<file path="src/rtl/fft_pkg.sv">
// Shared types and sizing helpers for the radix-2 DIT FFT stage sequencer.
package fft_pkg;

  typedef enum logic [1:0] {
    IDLE,
    RUN,
    DRAIN,
    DONE
  } fft_state_t;

  localparam int N_LOG2_DEFAULT   = 5;
  localparam int PIPE_LAT_DEFAULT = 2;

  function automatic int fft_n(input int n_log2);
    return 1 << n_log2;
  endfunction

  function automatic int fft_half_n(input int n_log2);
    return fft_n(n_log2) / 2;
  endfunction

endpackage

</file>
<file path="src/rtl/fft_addr_gen.sv">
// Combinational butterfly address generator: (stage s, butterfly k) -> A/B addresses and twiddle index.
module fft_addr_gen
  import fft_pkg::*;
#(
  parameter int N_LOG2 = N_LOG2_DEFAULT
) (
  input  logic [N_LOG2-1:0] s,
  input  logic [N_LOG2-2:0] k,
  output logic [N_LOG2-1:0] addr_a,
  output logic [N_LOG2-1:0] addr_b,
  output logic [N_LOG2-2:0] tw_addr
);

  localparam int TW_W = N_LOG2 - 1;

  logic [N_LOG2-1:0] half;
  logic [N_LOG2-1:0] pos;
  logic [N_LOG2-1:0] grp;
  logic [N_LOG2-1:0] base;
  logic [N_LOG2-1:0] tw_shift;

  always_comb begin
    half     = N_LOG2'(1) << s;
    pos      = {1'b0, k} & (half - N_LOG2'(1));
    grp      = {1'b0, k} >> s;
    // Each group spans 2*half entries; bit s of A is always 0, so B is A with bit s set.
    base     = (grp << s) << 1;
    tw_shift = N_LOG2'(TW_W) - s;
    addr_a   = base | pos;
    addr_b   = base | pos | half;
    tw_addr  = TW_W'(pos << tw_shift);
  end

endmodule

</file>
<file path="src/rtl/fft_stage_sequencer.sv">
// Issues one butterfly per cycle through all stages of an in-place radix-2 DIT FFT and
// returns the matching write-back addresses PIPE_LAT cycles later.
module fft_stage_sequencer
  import fft_pkg::*;
#(
  parameter int N_LOG2   = N_LOG2_DEFAULT,
  parameter int PIPE_LAT = PIPE_LAT_DEFAULT
) (
  input  logic              clk,
  input  logic              reset,
  input  logic              start,
  output logic              busy,
  output logic              done,
  output logic [N_LOG2-1:0] stage,
  output logic              rd_en,
  output logic [N_LOG2-1:0] rd_addr_a,
  output logic [N_LOG2-1:0] rd_addr_b,
  output logic [N_LOG2-2:0] tw_addr,
  output logic              wr_en,
  output logic [N_LOG2-1:0] wr_addr_a,
  output logic [N_LOG2-1:0] wr_addr_b
);

  localparam int HALF_N = fft_half_n(N_LOG2);
  localparam int K_W    = N_LOG2 - 1;
  localparam int DW     = $clog2(PIPE_LAT + 1);

  localparam logic [K_W-1:0]    K_LAST     = K_W'(HALF_N - 1);
  localparam logic [N_LOG2-1:0] S_LAST     = N_LOG2'(N_LOG2 - 1);
  localparam logic [DW-1:0]     DRAIN_LAST = DW'(PIPE_LAT - 1);

  typedef struct packed {
    logic              en;
    logic [N_LOG2-1:0] a;
    logic [N_LOG2-1:0] b;
  } wr_req_t;

  fft_state_t        state;
  fft_state_t        state_next;
  logic [N_LOG2-1:0] s_q;
  logic [K_W-1:0]    k_q;
  logic [DW-1:0]     drain_q;
  logic              issue;
  logic              stage_adv;

  logic [N_LOG2-1:0] gen_a;
  logic [N_LOG2-1:0] gen_b;
  logic [N_LOG2-2:0] gen_tw;

  wr_req_t           wr_pipe [PIPE_LAT];

  fft_addr_gen #(
    .N_LOG2 (N_LOG2)
  ) u_addr_gen (
    .s       (s_q),
    .k       (k_q),
    .addr_a  (gen_a),
    .addr_b  (gen_b),
    .tw_addr (gen_tw)
  );

  // NOTE: clocked blocks use non-blocking assignments so every register samples pre-edge values.
  always_ff @(posedge clk) begin
    if (reset) state <= IDLE;
    else       state <= state_next;
  end

  // NOTE: every signal gets a default before the case so no path can infer a latch.
  always_comb begin
    state_next = state;
    issue      = 1'b0;
    stage_adv  = 1'b0;
    case (state)
      IDLE: begin
        if (start) state_next = RUN;
      end
      RUN: begin
        issue = 1'b1;
        if (k_q == K_LAST) state_next = DRAIN;
      end
      DRAIN: begin
        if (drain_q == DRAIN_LAST) begin
          if (s_q == S_LAST) begin
            state_next = DONE;
          end else begin
            state_next = RUN;
            stage_adv  = 1'b1;
          end
        end
      end
      DONE: begin
        state_next = IDLE;
      end
      default: state_next = IDLE;
    endcase
  end

  // k wraps to 0 on its own after the last butterfly, so each stage starts at k=0.
  always_ff @(posedge clk) begin
    if (reset) begin
      s_q     <= '0;
      k_q     <= '0;
      drain_q <= '0;
    end else begin
      if (state == RUN) k_q <= k_q + K_W'(1);
      drain_q <= (state == DRAIN) ? drain_q + DW'(1) : '0;
      if (state == DONE)  s_q <= '0;
      else if (stage_adv) s_q <= s_q + N_LOG2'(1);
    end
  end

  // Outputs are registered one cycle behind the state that produced them.
  always_ff @(posedge clk) begin
    if (reset) begin
      busy      <= 1'b0;
      done      <= 1'b0;
      stage     <= '0;
      rd_en     <= 1'b0;
      rd_addr_a <= '0;
      rd_addr_b <= '0;
      tw_addr   <= '0;
    end else begin
      busy  <= (state == RUN) || (state == DRAIN);
      done  <= (state == DONE);
      stage <= (state == IDLE) ? '0 : s_q;
      rd_en <= issue;
      if (issue) begin
        rd_addr_a <= gen_a;
        rd_addr_b <= gen_b;
        tw_addr   <= gen_tw;
      end
    end
  end

  // NOTE: the write delay line is reset, unlike a data RAM, so an aborted run never emits a stray write.
  always_ff @(posedge clk) begin
    if (reset) begin
      for (int i = 0; i < PIPE_LAT; i++) wr_pipe[i] <= '0;
    end else begin
      wr_pipe[0] <= '{en: rd_en, a: rd_addr_a, b: rd_addr_b};
      for (int i = 1; i < PIPE_LAT; i++) wr_pipe[i] <= wr_pipe[i-1];
    end
  end

  assign wr_en     = wr_pipe[PIPE_LAT-1].en;
  assign wr_addr_a = wr_pipe[PIPE_LAT-1].a;
  assign wr_addr_b = wr_pipe[PIPE_LAT-1].b;

endmodule

</file>
<file path="config.mk">
export PLATFORM = sky130hd
export DESIGN_NAME = fft_stage_sequencer
export DESIGN_NICKNAME = d
export VERILOG_FILES = /design/src/rtl/fft_pkg.sv /design/src/rtl/fft_addr_gen.sv /design/src/rtl/fft_stage_sequencer.sv
export SDC_FILE = /design/constraint.sdc
export NUM_CORES = 1
export LEC_CHECK = 0
export BUFFER_PORTS_ARGS = -buffer_cell sky130_fd_sc_hd__buf_2
export CAP_MARGIN = 15
export CORE_ASPECT_RATIO = 2
export CORE_MARGIN = 3
export CORE_UTILIZATION = 55
export DETAILED_ROUTE_END_ITERATION = 16
export PLACE_DENSITY = 0.86
export SETUP_SLACK_MARGIN = 0.1
export SLEW_MARGIN = 20
export SYNTH_ARGS = -nofsm -noshare
export SYNTH_HDL_FRONTEND = slang
export SYNTH_HIERARCHICAL = 1
export SYNTH_SLANG_ARGS = --single-unit
</file>
<file path="constraint.sdc">
create_clock -name clk -period 3.3 [get_ports clk]
set_input_delay 0.66 -clock clk [delete_from_list [all_inputs] [get_ports clk]]
set_output_delay 0.66 -clock clk [all_outputs]
set_load 0.03 [all_outputs]
</file>
=== Yosys cells after proc, flatten, opt, wreduce, memory -nomap -nowiden ===
Memories as Yosys holds them, arrays and structs flattened.
Index checks and enable logic that the tools add are counted.
Widths: inputs -> output; s select.

* Flip-flop bits (word level): 35
* RAM bits: 22
* Input bits: 3
* Output and inout bits: 33
* Word-level logic and storage cells: 56
* Memories kept: 1

* Add/subtract/negate cells: 5
* Eq/ne operators: 9
* Shift-type cells: 4
* Muxes and demuxes: 14
* Bitwise logic cells: 6
* Reduce and logical (&&, ||, !) cells: 6

{| class="wikitable"
|+ Memory list
! name !! words !! bits a word !! rd ports !! clocked after memory_dff !! wr ports !! line !! RTL
|-
| wr_pipe || 2 || 11 || 2 || 0 || 2 || fft_stage_sequencer.sv:50 || <nowiki>wr_req_t wr_pipe [PIPE_LAT];</nowiki>
|}

{| class="wikitable"
|+ Operator list
! operator !! count
|-
| $mux 11 || 2
|-
| $or 5x5->5 || 2
|-
| $shl 5x5->4 || 2
|-
| $mux 2 || 4
|-
| $pmux 2 s4 || 1
|-
| $mux 1 || 7
|-
| $ne 2x2->1 const B || 3
|-
| $reduce_or 2->1 || 3
|-
| $add 5x1->5 const B || 1
|-
| $and 4x5->5 || 1
|-
| $eq 5x3->1 const B || 1
|-
| $shl 1x5->5 const A || 1
|-
| $shr 4x5->5 || 1
|-
| $sub 3x5->5 const A || 1
|-
| $sub 5x1->5 const B || 1
|-
| $add 4x1->4 const B || 1
|-
| $eq 2x1->1 const B || 2
|-
| $eq 2x2->1 const B || 2
|-
| $eq 4x4->1 const B || 1
|-
| $reduce_and 3->1 || 1
|-
| $add 2x1->2 const B || 1
|-
| $logic_not 2->1 || 1
|-
| $or 1x1->1 || 2
|-
| $logic_or 1x1->1 || 1
|-
| $not 1->1 || 1
|}

=== Longest topological paths before layout ===
Gate-level depths: netlist of the first run.

* Word-level depth: 5
* Gate-level depth with buffers: 12
* Depth with buffers taken out: 10

=== Hierarchy ===
Netlist of the first run, hierarchy kept.

{| class="wikitable"
|+ By module, submodules not included
! module !! instances !! cells an instance !! area an instance (µm²) !! seq. area each (µm²)
|-
| fft_stage_sequencer || 1 || 190 || 2005.7 || 1141.1
|-
| fft_addr_gen || 1 || 68 || 457.9 || 0.0
|}

=== Worst setup path after synthesis of the first run ===
No wires, ideal clock.

* Path type: register -> register
* Start point: register s_q[2]
* End point: register tw_addr[3]
* Library setup time: 0.065 ns
* Data arrival time: 2.225 ns
* Data required time: 3.235 ns
* Slack: 1.009 ns
* Cell stages (with the launch flop): 12
* Path buffers: 2
* Clock period less this slack: 2.291 ns
* Cells stage by stage: dfxtp_1 > buf_6 > or3_4 > buf_6 > nor2_1 > nand2_1 > ha_1 > nor2b_1 > mux2i_1 > a221oi_2 > mux2i_1 > nor2_1

* Word-level cells in the longest chain between the ends: 4
* Elaborated cells between the ends (all ways): 5
* Classes of those cells: add/sub (2); shift (2); bitwise (1)

{| class="wikitable"
|+ Ends and longest elaborated chain
! item !! line !! RTL
|-
| start: declaration || fft_stage_sequencer.sv:40 || <nowiki>logic [N_LOG2-1:0] s_q;</nowiki>
|-
| start signal: assignment || fft_stage_sequencer.sv:108 || <nowiki>else if (stage_adv) s_q <= s_q + N_LOG2'(1);</nowiki>
|-
| $shl 1x5->5 || fft_addr_gen.sv:23 || <nowiki>half = N_LOG2'(1) << s;</nowiki>
|-
| $sub 5x1->5 || fft_addr_gen.sv:24 || <nowiki>pos = {1'b0, k} & (half - N_LOG2'(1));</nowiki>
|-
| $and 4x5->5 || fft_addr_gen.sv:24 ||
|-
| $shl 5x5->4 * || fft_addr_gen.sv:31 || <nowiki>tw_addr = TW_W'(pos << tw_shift);</nowiki>
|-
| net gen_tw[3] || fft_stage_sequencer.sv:48 || <nowiki>logic [N_LOG2-2:0] gen_tw;</nowiki>
|-
| end signal: assignment || fft_stage_sequencer.sv:130 || <nowiki>tw_addr <= gen_tw;</nowiki>
|-
| end: declaration || fft_stage_sequencer.sv:18 || <nowiki>output logic [N_LOG2-2:0] tw_addr,</nowiki>
|}

Mark *: on every way through the listed nets, which the timed path passes. The rest lies on a longest branch.
A chain may end at the register's enable or synchronous reset.

=== Worst setup path after layout of the first run ===
Same ends and word-level chain as after synthesis.

==> results.json, run 1 <==
{
  "grt_pass1_wl_mm": 7.84,
  "cts_buffers": 9,
  "die_area_um2": 5370,
  "syn_area_per_cell_um2": 9.55,
  "p_clk_share_pct": 41.1,
  "relSlewSlack_pct": 44.7,
  "clock-sinks": 57,
  "yosys_warnings": 6,
  "mostFrequentLayoutCell": "dfxtp_1",
  "die_h_um": 101,
  "power_frac_comb_pct": 18.9,
  "cp-start-kind": "flop",
  "final_net_count": 295,
  "total_leakage_power_nw": 1.21,
  "first_iter_violations": 37,
  "vias": 1831,
  "syn_inst": 258,
  "crit_arrival_ns": 2.77,
  "power_switching_uw": 552,
  "drc_errors": 0,
  "finalNonFillerCells": 339,
  "grt_start_max_net_pins": 52,
  "setup_violations": 0,
  "fmax_ghz": 0.399,
  "grt_pass1_vias": 1695,
  "total_power_mw": 1.95,
  "async_flop_share_pct": 0,
  "reg2reg_from": "s_q[2]",
  "hold_viol_final": 0,
  "setup-tns-final_ns": 0,
  "critPathLaunch": "s_q[2]",
  "hold_class": "reg2reg",
  "cts_hold_buf": 0,
  "clkTransAtPathRegs_ns": 0.07,
  "fin_crit_sh_pct": 75.9,
  "grt_overflow": 0,
  "ys_seq_area_share_pct": 46.3,
  "period_needed_ns": 2.50,
  "drt_wl_total_mm": 4.57,
  "postCtsSetupRepairBufs": 0,
  "wl_per_cell_um": 13.5,
  "cap_violations": 0,
  "setup_ws_ns": 0.797,
  "final_cell_mix": "dfxtp_1, buf_2, nor2_1, nor2b_1, mux2i_1",
  "ctsResizeCount": 0,
  "peakVddDrop_v": 0.000513,
  "powerDensity_nw_per_um2": 693,
  "core.rowCount": 33,
  "vias_per_cell": 5.40,
  "clock_skew_ns": 0.00631,
  "antenna_found_initial": 0,
  "synth.distinct_cells": 45,
  "root_buffer": "clkbuf_8",
  "synth_area_um2": 2460,
  "placed_cells": 323,
  "drv_slew": 0,
  "tightestPinTransition_ns": 0.830,
  "p_sw_share_pct": 28.3,
  "grt_usage_pct": 20.0,
  "gp_congestion": 0.980,
  "cts_max_level": 3,
  "core-area_um2": 4210,
  "cp-end-kind": "flop",
  "rsz0062_at_grt": "no",
  "pre_cts_ws_ns": 0.865,
  "diodes": 0,
  "drive_gt1_share_pct": 22.3,
  "required_ns": 3.57,
  "syn_to_final_growth_pct": 14.3,
  "syn_nets": 271,
  "cts_tree": "yes",
  "portBuffers": 35,
  "fp.dieW_um": 53.3,
  "critPathMaxFanout": 14,
  "synth_edf_count": 0,
  "clockBufferDepth": 2,
  "synth.ff_latch_count": 57,
  "seq_power_share_pct": 40.0,
  "place.detailed.hpwl_mm": 3.14,
  "io_pins": 36,
  "outcome": "complete, no violations",
  "crit_type": "reg2reg",
  "firstDrtPassIters": 4,
  "internal_power_mw": 1.40,
  "insertion_delay_ns": 0.33,
  "ys_dominant_reg_cell": "dfxtp_1",
  "postRouteAntennaNets": 0,
  "start_util_pct": 58.5,
  "holdCritStartpoint": "drain_q[0]"
}
[power groups by stage]
stage               registers [mW]  logic, mW  clock network [mW]
floorplan                    0.823      0.259                   0
global placement             0.794      0.357                   0
detailed placement           0.797      0.363                   0
CTS                          0.781      0.368               0.821
global route                 0.789      0.403               0.847
finish                       0.781      0.369               0.801
[per-layer routing]
metal	global-route usage (%)	vias up	share of wire, %
met5	0	-	0
met4	12.0	0	2.8
met3	4.74	12	4.1
met2	32.5	44	54
met1	22.8	864	40
li1	-	911	-
[final cells by class]
type	instances	area, µm²
tap	52	65.1
multi-input combinational	168	1140
sequential	57	1140
clock inverter	7	125
timing repair buffer	37	190
clock buffer	9	124
fill	353	1400
inverter	9	33.8
[final timing paths]
path,end,slack [ns],depth (start not counted)
worst min-delay path,drain_q[0],0.43,1
worst max-delay path,tw_addr[3],0.80,9
worst max register to register,tw_addr[3],0.80,9
worst min register to register,drain_q[0],0.43,1
[registers in the layout, summed over array words and instances, names as in the netlist]
| name | cells |
|---|---|
| busy | 1 |
| done | 1 |
| drain_q | 2 |
| k_q | 4 |
| rd_addr_a | 5 |
| rd_addr_b | 5 |
| rd_en | 1 |
| s_q | 5 |
| stage | 5 |
| state | 2 |
| tw_addr | 4 |
| wr_pipe | 22 |
[cell families after synthesis]
kind of cell | Yosys count | synth area share [%]
buf+inv | 33 | 7.57
fa+ha+maj | 10 | 5.08
compound gates | 28 | 8.02
xor+xnor | 6 | 2.13
mux | 18 | 7.31
flops | 57 | 46.3
simple gates | 106 | 23.6
[per-stage QoR]
stage / hold WS, ns / util, % / instance area, µm²
after floorplan: 0.398 / - / 2460
after global placement: 0.406 / 60.9 / 2570
after detailed placement: 0.416 / 60.9 / 2570
after CTS: 0.435 / 66.8 / 2820
after global routing: 0.451 / 66.8 / 2820
final: 0.427 / 66.8 / 2820
[critical path: stages, from the launching register on]
cell	delay, ns
dfxtp_1	0.46
or3_4	0.51
nor2_1	0.19
nand2_1	0.11
ha_1	0.32
nor2b_1	0.21
mux2i_1	0.17
a221oi_2	0.29
mux2i_1	0.10
nor2_1	0.08
[synth_stat cells (3+ instances only)]
cell type,instances,share of area (%)
a21oi_1,3,0.61
o21ai_0,7,1.4
dfxtp_1,57,46
xnor2_1,3,1.1
nand3_1,7,1.4
ha_1,10,5.1
xor2_1,3,1.1
nor2b_1,26,6.6
buf_4,11,3.4
mux2i_1,18,7.3
inv_1,9,1.4
clkbuf_1,6,0.91
nand2_1,11,1.7
and2_1,4,1.0
nand2b_1,5,1.3
buf_2,4,0.81
a31oi_1,4,1.0
nor3_1,7,1.4
nor2_1,31,4.7
No activity file was read; power rests on OpenSTA's default activity.
==> run 2, diff against run 1 <==
CORE_UTILIZATION = 50   (was 55)
PLACE_DENSITY = 0.83   (was 0.86)
clock period = 2.1 ns   (was 3.3 ns; I/O delays follow)
==> results.json, run 2 (synthesis gave the netlist of run 1 again) <==
{
  "cts_buffers": 9,
  "cp-end-kind": "flop",
  "final_cell_mix": "dfxtp_1, buf_2, nor2_1, nor2b_1, mux2i_1",
  "crit_chain": "or3_4 > nor2_4 > nand2_2 > ha_4 > nor2b_4 > mux2i_2 > buf_4 > nor3_2 > mux2i_1 > nor2_1",
  "drv_slew": 0,
  "cts_max_level": 3,
  "grt_overflow": 0,
  "fp.dieW_um": 55.6,
  "pre_cts_ws_ns": 0.0940,
  "mostFrequentLayoutCell": "dfxtp_1",
  "relSlewSlack_pct": 70.6,
  "io_pins": 36,
  "portBuffers": 35,
  "max_stage_delay_ns": 0.40,
  "clockBufferDepth": 2,
  "outcome": "complete, no violations",
  "peakVddDrop_v": 0.000947,
  "required_ns": 2.32,
  "core.rowCount": 35,
  "grt_start_max_net_pins": 42,
  "crit_arrival_ns": 2.14,
  "final_core_util_pct": 63.0,
  "cap_violations": 0,
  "r2r_setup_slack_ns": 0.18,
  "core-area_um2": 4690,
  "wl_per_cell_um": 13.8,
  "powerDensity_nw_per_um2": 1000,
  "final_net_count": 309,
  "start_util_pct": 52.6,
  "crit_type": "reg2reg",
  "nFillCells": 373,
  "total_leakage_power_nw": 1.26,
  "die_h_um": 105,
  "grt_pass1_vias": 1812,
  "multi_input_area_um2": 1180,
  "first_iter_violations": 59,
  "firstDrtPassIters": 4,
  "cts_tree": "yes",
  "clkTransAtPathRegs_ns": 0.07,
  "drive_gt1_share_pct": 28.9,
  "fin_hold_ws_ns": 0.402,
  "largest_reg_flops": 22,
  "seq_area_um2": 1140,
  "vias_per_cell": 5.28,
  "clock-sinks": 57,
  "vias": 1881,
  "setup_violations": 0,
  "postRouteAntennaNets": 0,
  "diodes": 0,
  "critPathMaxFanout": 3,
  "gp_congestion": 0.881,
  "period_needed_ns": 1.92,
  "top_register": "wr_pipe",
  "place.detailed.hpwl_mm": 3.51,
  "rsz0062_at_grt": "yes",
  "fin_crit_sh_pct": 91.5,
  "insertion_delay_ns": 0.33,
  "grt_pass1_wl_mm": 8.37,
  "root_buffer": "clkbuf_8",
  "antenna_found_initial": 0,
  "cp_slowest_cell": "or3_4",
  "hold_viol_final": 0,
  "hold_class": "in2reg",
  "cp-start-kind": "flop",
  "grt_usage_pct": 18.1,
  "drc_errors": 0,
  "die_area_um2": 5860,
  "fmax_ghz": 0.521,
  "tightestPinTransition_ns": 0.441,
  "syn_to_final_growth_pct": 19.8,
  "clock_skew_ns": 0.00741,
  "drt_wl_total_mm": 4.92,
  "setup_ws_ns": 0.179
}
[run 2: cell types whose count changed in the layout (fill, tap and decap cells not counted), sizes merged]
cell / delta
inv: -1
clkinvlp: +1
bufinv: -1
clkinv: +1
buf: +14
[run 2: worst max-delay path, delay by kind of cell (launching register included)]
family	cells	cell delay (ns)
mux	2	0.31
buf+inv	1	0.15
fa+ha+maj	1	0.29
flops	1	0.33
simple gates	6	0.72
[run 2: metal layers]
layer  track usage [%]  part of all wire [%]
met4              11.3                   2.6
met5                 0                     0
met3              5.02                   5.2
met2              31.5                    56
met1              18.6                    37
[run 2: cell type report]
| class | instances | area share, % |
|---|---|---|
| multi-input combinational | 168 | 40.1 |
| sequential | 57 | 38.7 |
| timing repair buffer | 51 | 10.0 |
| clock buffer | 9 | 4.20 |
| clock inverter | 7 | 3.48 |
| tap | 55 | 2.33 |
| inverter | 9 | 1.14 |
[run 2: path summary, 6_finish.rpt]
kind	start	to	depth (start not counted)
setup / recovery	s_q[2]	tw_addr[1]	10
hold / removal	reset	stage[1]	2
setup reg to reg	s_q[2]	tw_addr[1]	10
hold reg to reg	drain_q[0]	drain_q[0]	1
[run 2: repair_timing]
action                     4_1_cts  5_1_grt
setup endpoints to repair        1        6
hold buffers                     0        0
gates resized for setup          2        4
buffers inserted                 1        2
pin swaps                        2        5
[run 2: through the flow]
stage | cell area (µm²) | cells | TNS [ns] | power, mW
2_1_floorplan | 2480 | 258 | -0.0202 | 1.70
3_3_place_gp | 2670 | 337 | 0 | 1.81
3_5_place_dp | 2670 | 337 | 0 | 1.83
4_1_cts | 2920 | 354 | 0 | 2.97
5_1_grt | 2950 | 356 | 0 | 3.09
6_report | 2950 | 356 | 0 | 2.96
[run 2: power breakdown]
| group | leakage (nW) | total [mW] | internal, mW | switching (mW) |
|---|---|---|---|---|
| Combinational | 0.692 | 0.593 | 0.256 | 0.338 |
| Sequential | 0.462 | 1.23 | 1.16 | 0.0731 |
| Clock | 0.110 | 1.13 | 0.677 | 0.453 |
